===== config.mk =====
export PLATFORM = sky130hd
export DESIGN_NAME = intra4x4_nbr_loader_flat
export DESIGN_NICKNAME = d
export VERILOG_FILES = /design/src/rtl/intra4x4_nbr_loader_pkg.sv /design/src/rtl/intra4x4_nbr_loader_if.sv /design/src/rtl/intra4x4_nbr_loader.sv /design/src/flat_wrapper.sv
export SDC_FILE = /design/constraint.sdc
export NUM_CORES = 1
export LEC_CHECK = 0
export CORE_MARGIN = 2
export CORE_UTILIZATION = 45
export DETAILED_ROUTE_END_ITERATION = 6
export DONT_BUFFER_PORTS = 1
export PLACE_DENSITY = 0.64
export SYNTH_ARGS = -nofsm -noshare
export SYNTH_HDL_FRONTEND = slang
export SYNTH_SLANG_ARGS = --single-unit
export TNS_END_PERCENT = 1

===== constraint.sdc =====
create_clock -name clk -period 5.3 [get_ports clk]
set_input_delay 0.795 -clock clk [delete_from_list [all_inputs] [get_ports clk]]
set_output_delay 0.795 -clock clk [all_outputs]
set_load 0.02 [all_outputs]

===== src/rtl/intra4x4_nbr_loader_pkg.sv =====
// Shared constants and types for the 4x4 luma intra neighbour loader and the predictor stages.
package intra_pkg;

  localparam int SAMPLE_W = 8;
  localparam logic [SAMPLE_W-1:0] FILL_VALUE = SAMPLE_W'(1 << (SAMPLE_W - 1));
  localparam int NUM_NBR = 13;

  typedef enum logic [2:0] {
    IDLE,
    F_TL,
    F_TOP,
    F_TR,
    F_LEFT,
    OUT
  } nbr_state_t;

  typedef enum logic [1:0] {
    GRP_TL,
    GRP_TOP,
    GRP_TR,
    GRP_LEFT
  } nbr_group_t;

  // Register-file slot order is M, A..H, I..L.
  function automatic logic [3:0] nbr_slot(nbr_group_t grp, logic [1:0] idx);
    case (grp)
      GRP_TL:  return 4'd0;
      GRP_TOP: return 4'd1 + {2'b00, idx};
      GRP_TR:  return 4'd5 + {2'b00, idx};
      default: return 4'd9 + {2'b00, idx};
    endcase
  endfunction

endpackage


===== src/rtl/intra4x4_nbr_loader_if.sv =====
// Start, neighbour-stream and reference-bundle handshakes between the upstream feeder,
// the 4x4 intra neighbour loader and the predictors.
interface intra4x4_nbr_loader_if;
  import intra_pkg::*;

  logic start;
  logic start_ready;
  logic top_avail;
  logic tr_avail;
  logic left_avail;
  logic tl_avail;

  logic nb_valid;
  logic nb_ready;
  logic [SAMPLE_W-1:0] nb_data;

  logic [SAMPLE_W-1:0] A, B, C, D, E, F, G, H, I, J, K, L, M;
  logic out_valid;
  logic out_ready;

  modport master (
    output start, top_avail, tr_avail, left_avail, tl_avail,
    output nb_valid, nb_data, out_ready,
    input  start_ready, nb_ready, out_valid,
    input  A, B, C, D, E, F, G, H, I, J, K, L, M
  );

  modport slave (
    input  start, top_avail, tr_avail, left_avail, tl_avail,
    input  nb_valid, nb_data, out_ready,
    output start_ready, nb_ready, out_valid,
    output A, B, C, D, E, F, G, H, I, J, K, L, M
  );

endinterface


===== src/rtl/intra4x4_nbr_loader.sv =====
// Loads the 13 reference samples of one 4x4 luma intra block with availability substitution.
// Optional block counter output enabled by defining INTRA4X4_NBR_BLKCNT_EN.
module intra4x4_nbr_loader
  import intra_pkg::*;
(
  input  logic clk,
  input  logic reset,
  intra4x4_nbr_loader_if.slave bus
`ifdef INTRA4X4_NBR_BLKCNT_EN
  ,
  output logic [15:0] blk_count
`endif
);

  nbr_state_t state, state_next;
  nbr_group_t cur_grp;
  logic [1:0] idx;
  logic top_q, tr_q, left_q;
  logic [SAMPLE_W-1:0] smp [NUM_NBR];

  logic start_acc, xfer, out_acc, grp_done;

  assign start_acc = bus.start && bus.start_ready;
  assign xfer      = bus.nb_valid && bus.nb_ready;
  assign out_acc   = bus.out_valid && bus.out_ready;
  assign grp_done  = xfer && ((state == F_TL) || (idx == 2'd3));

  always_ff @(posedge clk) begin
    if (reset) state <= IDLE;
    else       state <= state_next;
  end

  // Unavailable groups are skipped while choosing the next state, so no dead cycles occur.
  always_comb begin
    state_next      = state;
    cur_grp         = GRP_TL;
    bus.start_ready = 1'b0;
    bus.nb_ready    = 1'b0;
    bus.out_valid   = 1'b0;
    case (state)
      IDLE: begin
        bus.start_ready = 1'b1;
        if (start_acc) begin
          if (bus.tl_avail)        state_next = F_TL;
          else if (bus.top_avail)  state_next = F_TOP;
          else if (bus.left_avail) state_next = F_LEFT;
          else                     state_next = OUT;
        end
      end
      F_TL: begin
        bus.nb_ready = 1'b1;
        if (grp_done) begin
          if (top_q)       state_next = F_TOP;
          else if (left_q) state_next = F_LEFT;
          else             state_next = OUT;
        end
      end
      F_TOP: begin
        bus.nb_ready = 1'b1;
        cur_grp      = GRP_TOP;
        if (grp_done) begin
          if (tr_q)        state_next = F_TR;
          else if (left_q) state_next = F_LEFT;
          else             state_next = OUT;
        end
      end
      F_TR: begin
        bus.nb_ready = 1'b1;
        cur_grp      = GRP_TR;
        if (grp_done) state_next = left_q ? F_LEFT : OUT;
      end
      F_LEFT: begin
        bus.nb_ready = 1'b1;
        cur_grp      = GRP_LEFT;
        if (grp_done) state_next = OUT;
      end
      OUT: begin
        bus.out_valid = 1'b1;
        if (out_acc) state_next = IDLE;
      end
      default: state_next = IDLE;
    endcase
  end

  // tr_q already folds in top availability, since E..H are never fetched without A..D.
  always_ff @(posedge clk) begin
    if (reset) begin
      top_q  <= 1'b0;
      tr_q   <= 1'b0;
      left_q <= 1'b0;
    end else if (start_acc) begin
      top_q  <= bus.top_avail;
      tr_q   <= bus.top_avail && bus.tr_avail;
      left_q <= bus.left_avail;
    end
  end

  always_ff @(posedge clk) begin
    if (reset)          idx <= 2'd0;
    else if (start_acc) idx <= 2'd0;
    else if (xfer)      idx <= (state == F_TL) ? 2'd0 : idx + 2'd1;
  end

  // Fill values land at start; a missing top-right group copies D as it arrives.
  always_ff @(posedge clk) begin
    if (reset) begin
      for (int i = 0; i < NUM_NBR; i++) smp[i] <= '0;
    end else if (start_acc) begin
      if (!bus.tl_avail) smp[0] <= FILL_VALUE;
      if (!bus.top_avail) begin
        for (int i = 1; i <= 8; i++) smp[i] <= FILL_VALUE;
      end
      if (!bus.left_avail) begin
        for (int i = 9; i <= 12; i++) smp[i] <= FILL_VALUE;
      end
    end else if (xfer) begin
      smp[nbr_slot(cur_grp, idx)] <= bus.nb_data;
      if ((state == F_TOP) && (idx == 2'd3) && !tr_q) begin
        for (int i = 5; i <= 8; i++) smp[i] <= bus.nb_data;
      end
    end
  end

  assign bus.M = smp[0];
  assign bus.A = smp[1];
  assign bus.B = smp[2];
  assign bus.C = smp[3];
  assign bus.D = smp[4];
  assign bus.E = smp[5];
  assign bus.F = smp[6];
  assign bus.G = smp[7];
  assign bus.H = smp[8];
  assign bus.I = smp[9];
  assign bus.J = smp[10];
  assign bus.K = smp[11];
  assign bus.L = smp[12];

`ifdef INTRA4X4_NBR_BLKCNT_EN
  logic [15:0] blk_cnt;

  always_ff @(posedge clk) begin
    if (reset)        blk_cnt <= 16'd0;
    else if (out_acc) blk_cnt <= blk_cnt + 16'd1;
  end

  assign blk_count = blk_cnt;
`endif

endmodule


===== src/flat_wrapper.sv =====
// flat-port wrapper written by rule: the top's interface ports become plain ports
module intra4x4_nbr_loader_flat import intra_pkg::*;
  (clk, reset, bus_start, bus_top_avail, bus_tr_avail, bus_left_avail, bus_tl_avail, bus_nb_valid, bus_nb_data, bus_out_ready, bus_start_ready, bus_nb_ready, bus_out_valid, bus_A, bus_B, bus_C, bus_D, bus_E, bus_F, bus_G, bus_H, bus_I, bus_J, bus_K, bus_L, bus_M);
  intra4x4_nbr_loader_if bus_i ();
  input  logic clk;
  input  logic reset;
  input wire logic [$bits(bus_i.start)-1:0] bus_start;
  input wire logic [$bits(bus_i.top_avail)-1:0] bus_top_avail;
  input wire logic [$bits(bus_i.tr_avail)-1:0] bus_tr_avail;
  input wire logic [$bits(bus_i.left_avail)-1:0] bus_left_avail;
  input wire logic [$bits(bus_i.tl_avail)-1:0] bus_tl_avail;
  input wire logic [$bits(bus_i.nb_valid)-1:0] bus_nb_valid;
  input wire logic [$bits(bus_i.nb_data)-1:0] bus_nb_data;
  input wire logic [$bits(bus_i.out_ready)-1:0] bus_out_ready;
  output wire logic [$bits(bus_i.start_ready)-1:0] bus_start_ready;
  output wire logic [$bits(bus_i.nb_ready)-1:0] bus_nb_ready;
  output wire logic [$bits(bus_i.out_valid)-1:0] bus_out_valid;
  output wire logic [$bits(bus_i.A)-1:0] bus_A;
  output wire logic [$bits(bus_i.B)-1:0] bus_B;
  output wire logic [$bits(bus_i.C)-1:0] bus_C;
  output wire logic [$bits(bus_i.D)-1:0] bus_D;
  output wire logic [$bits(bus_i.E)-1:0] bus_E;
  output wire logic [$bits(bus_i.F)-1:0] bus_F;
  output wire logic [$bits(bus_i.G)-1:0] bus_G;
  output wire logic [$bits(bus_i.H)-1:0] bus_H;
  output wire logic [$bits(bus_i.I)-1:0] bus_I;
  output wire logic [$bits(bus_i.J)-1:0] bus_J;
  output wire logic [$bits(bus_i.K)-1:0] bus_K;
  output wire logic [$bits(bus_i.L)-1:0] bus_L;
  output wire logic [$bits(bus_i.M)-1:0] bus_M;
  assign bus_i.start = bus_start;
  assign bus_i.top_avail = bus_top_avail;
  assign bus_i.tr_avail = bus_tr_avail;
  assign bus_i.left_avail = bus_left_avail;
  assign bus_i.tl_avail = bus_tl_avail;
  assign bus_i.nb_valid = bus_nb_valid;
  assign bus_i.nb_data = bus_nb_data;
  assign bus_i.out_ready = bus_out_ready;
  assign bus_start_ready = bus_i.start_ready;
  assign bus_nb_ready = bus_i.nb_ready;
  assign bus_out_valid = bus_i.out_valid;
  assign bus_A = bus_i.A;
  assign bus_B = bus_i.B;
  assign bus_C = bus_i.C;
  assign bus_D = bus_i.D;
  assign bus_E = bus_i.E;
  assign bus_F = bus_i.F;
  assign bus_G = bus_i.G;
  assign bus_H = bus_i.H;
  assign bus_I = bus_i.I;
  assign bus_J = bus_i.J;
  assign bus_K = bus_i.K;
  assign bus_L = bus_i.L;
  assign bus_M = bus_i.M;
  intra4x4_nbr_loader u_core (.clk(clk), .reset(reset), .bus(bus_i));
endmodule

==> out/results.tsv <==
metric	value	unit
outcome	finished, final reports clean	
clkLatencyLatePin	370	ps
r2r_cells	4	
die_area	0.0118	mm2
switching_share	0.350	
reg2reg_from	u_core.idx[0]$_SDFFE_PP0P_	
die_w	109	um
avgRoutedWirePerCell	22.1	um
crit_path_end_kind	register	
coreArea	0.0107	mm2
netlist.area_leader.share	0.633	
netlist_instances	366	
clk_pin_slew_worst_paths	90	ps
antenna_left	0	
rrSetupSlack	2070	ps
synthArstFlopShare	0	
grt_pass1_wl	16700	um
timing.final.crit_share	0.609	
maxCapViolations	0	
multi_input_area	0.00154	mm2
synth_edf_count	104	
layout_setup_ws	2070	ps
combPwrFrac	0.153	
synthFlopType	edfxtp_1	
switching_power	754	uW
power_leakage	0.00188	uW
ctsHtreeMaxLevel	3	
finalSetupTns	0	ps
synth_compound_area_frac	0.0802	
p_seq_frac	0.647	
synth_area_leader_cell	edfxtp_1	
tritoncts	built	
gp_congestion	0.859	
yosys-mux-area-fraction	0.00406	
worstMarginPinSlew	1160	ps
grt_usage	0.195	
die_h	109	um
ys_warn_count	0	
vias	2805	
hold_path_class	input port to register	
ios	124	
cts_sinks	112	
fin_nets	373	
cts_hold_buf	0	
finClkSkew	12.2	ps
worst-endpoint-required	5290	ps
clockRootBuffer	clkbuf_8	
synth_area_leaders	edfxtp_1, and2_1, dfxtp_1	
post-route-drc-count	0	
dr.pass1.iters	5	
synth_top_family_by_area	simple AND/OR/NAND/NOR gates	
area_growth	4.92	%
final_common_cell	edfxtp_1	
rsz0062_at_grt	false	
syn_area	0.00493	mm2
grt_max_degree	26	
utilization	0.481	
total_power	2160	uW
clockPowerShare	0.199	
r2r-end	u_core.smp[4][3]$_SDFFCE_PN0P_	
pre_cts_slack	2130	ps
drive_gt1_frac	0.0864	
hold_viol_final	0	
whs_path_depth	1	
totalWireLength	11000	um
cp_max_fo	14	
cts_resized	0	
avgSynthCellArea	13.5	um2
yosys.area_share.xor_xnor	0.00355	
p_per_area	417	mW/mm2
first_iter_violations	239	
synth-simple-area-share	0.220	
fillers	1002	
ys_ff_latch	112	
crit_chain	ha_1, nor2b_1, o2111ai_1, o21ai_0	
register_area	0.00328	mm2
vias_per_cell	5.62	
layout_common_cells	edfxtp_1, and2_1, nand2_1, nor2_1, o21ai_0	
antenna_found_initial	0	
synth_fp_nets	384	
synth-adder-area-share	0.00254	
peakVddDrop	0.000126	V
relSlewSlack	0.218	
initial_core_util	0.459	
io_buffers	0	
hpwl	7630	um
min-delay-start	reset	
antenna-diode-count	0	
setup_violations	0	
cp-start-kind	register	
grt_pass1_vias	2805	
slowest_stage	o21ai_0	
fmax	310	MHz
grt-ovfl-total	0	
worstPathArrival	3210	ps
period_minus_slack	3230	ps
ys_types	60	
post_cts_buffers	0	
synth_seq_area_share	0.666	
clock_path_buffers	2	
crit_type	register to register	
internal_power	1400	uW
drv_slew	0	
numCtsBuffers	9	
cp_slowest_stage_delay	1010	ps
rows	38	
holdPathEnd	u_core.tr_q$_SDFFE_PP0P_	
power by group through the flow:
stage          Clock [uW]  Sequential, uW  Combinational (uW)
2_1_floorplan           0            1340                 318
3_3_place_gp            0            1410                 323
3_5_place_dp            0            1420                 331
4_1_cts               440            1400                 333
5_1_grt               468            1410                 369
6_report              430            1390                 331
state kept, by name, summed over array words and instances (netlist names):
signal and count:
u_core.state 3, u_core.smp 104, u_core.idx 2, u_core.tr_q 1
u_core.left_q 1, u_core.top_q 1
routing by layer:
layer | GRT usage | wire [um] | part of all wire | up-vias
met1 | 0.249 | 4670 | 0.42 | 1380
met4 | 0.0769 | 165 | 0.015 | 0
li1 | - | - | - | 1310
met5 | 0 | 0 | 0 | -
met3 | 0.0496 | 742 | 0.067 | 13
met2 | 0.319 | 5460 | 0.49 | 102
logic make-up (layout without fill, tap and decap cells):
group                    after synthesis  in the layout
multiplexers                           2              2
adder cells (fa/ha/maj)                1              1
buffers and inverters                 29             22
flip-flops                           112            112
XOR/XNOR                               2              2
AND/OR/NAND/NOR                      167            167
AO/OA/AOI/OAI                         53             53
worst max-delay path, delay by kind of cell, from the launching register on:
| kind | cells | cell delay (ps) |
|---|---|---|
| AO/OA/AOI/OAI | 2 | 1290 |
| adder cells (fa/ha/maj) | 1 | 520 |
| flip-flops | 1 | 800 |
| AND/OR/NAND/NOR | 1 | 240 |
cell type report:
| type | instances | area share |
|---|---|---|
| multi-input cells | 225 | 0.297 |
| well taps | 140 | 0.0339 |
| flip-flops and latches | 112 | 0.635 |
| inverters | 7 | 0.00508 |
| clock buffers | 10 | 0.0247 |
| clock inverters | 5 | 0.00484 |
metrics by stage:
stage / instances / hold WS [ps] / instance area (um2)
after floorplan: 366 / 457 / 4930
after global placement: 484 / 488 / 5020
after detailed placement: 484 / 493 / 5020
after CTS: 499 / 473 / 5170
after global routing: 499 / 478 / 5170
final: 499 / 496 / 5170
synthesized netlist by cell type (3+ instances only):
master    instances
nand2b_1          7
nor2_1           12
nand4_1           3
buf_2             5
edfxtp_1        104
or3_1             5
nor3_4            4
and2_1           87
nor2b_1           4
nand3_1           5
a21o_1            8
nand3b_1          3
inv_1             7
clkbuf_1         14
dfxtp_1           8
and3_1            8
o21ai_0          11
a21oi_1           7
nand2_1          12
o21a_1            3
worst max-delay path by stage:
stage,from,to,slack [ps]
after floorplan,reset,u_core.smp[5][0]$_DFFE_PP_,2430
after global placement,u_core.idx[0]$_SDFFE_PP0P_,u_core.smp[12][0]$_SDFFCE_PN0P_,2260
after detailed placement,u_core.idx[0]$_SDFFE_PP0P_,u_core.smp[4][4]$_SDFFCE_PN0P_,2130
after CTS,u_core.idx[0]$_SDFFE_PP0P_,u_core.smp[4][3]$_SDFFCE_PN0P_,2110
after global routing,u_core.idx[0]$_SDFFE_PP0P_,u_core.smp[4][3]$_SDFFCE_PN0P_,1860
final,u_core.idx[0]$_SDFFE_PP0P_,u_core.smp[4][3]$_SDFFCE_PN0P_,2070
Note: power is estimated with default switching activity, not from simulation.
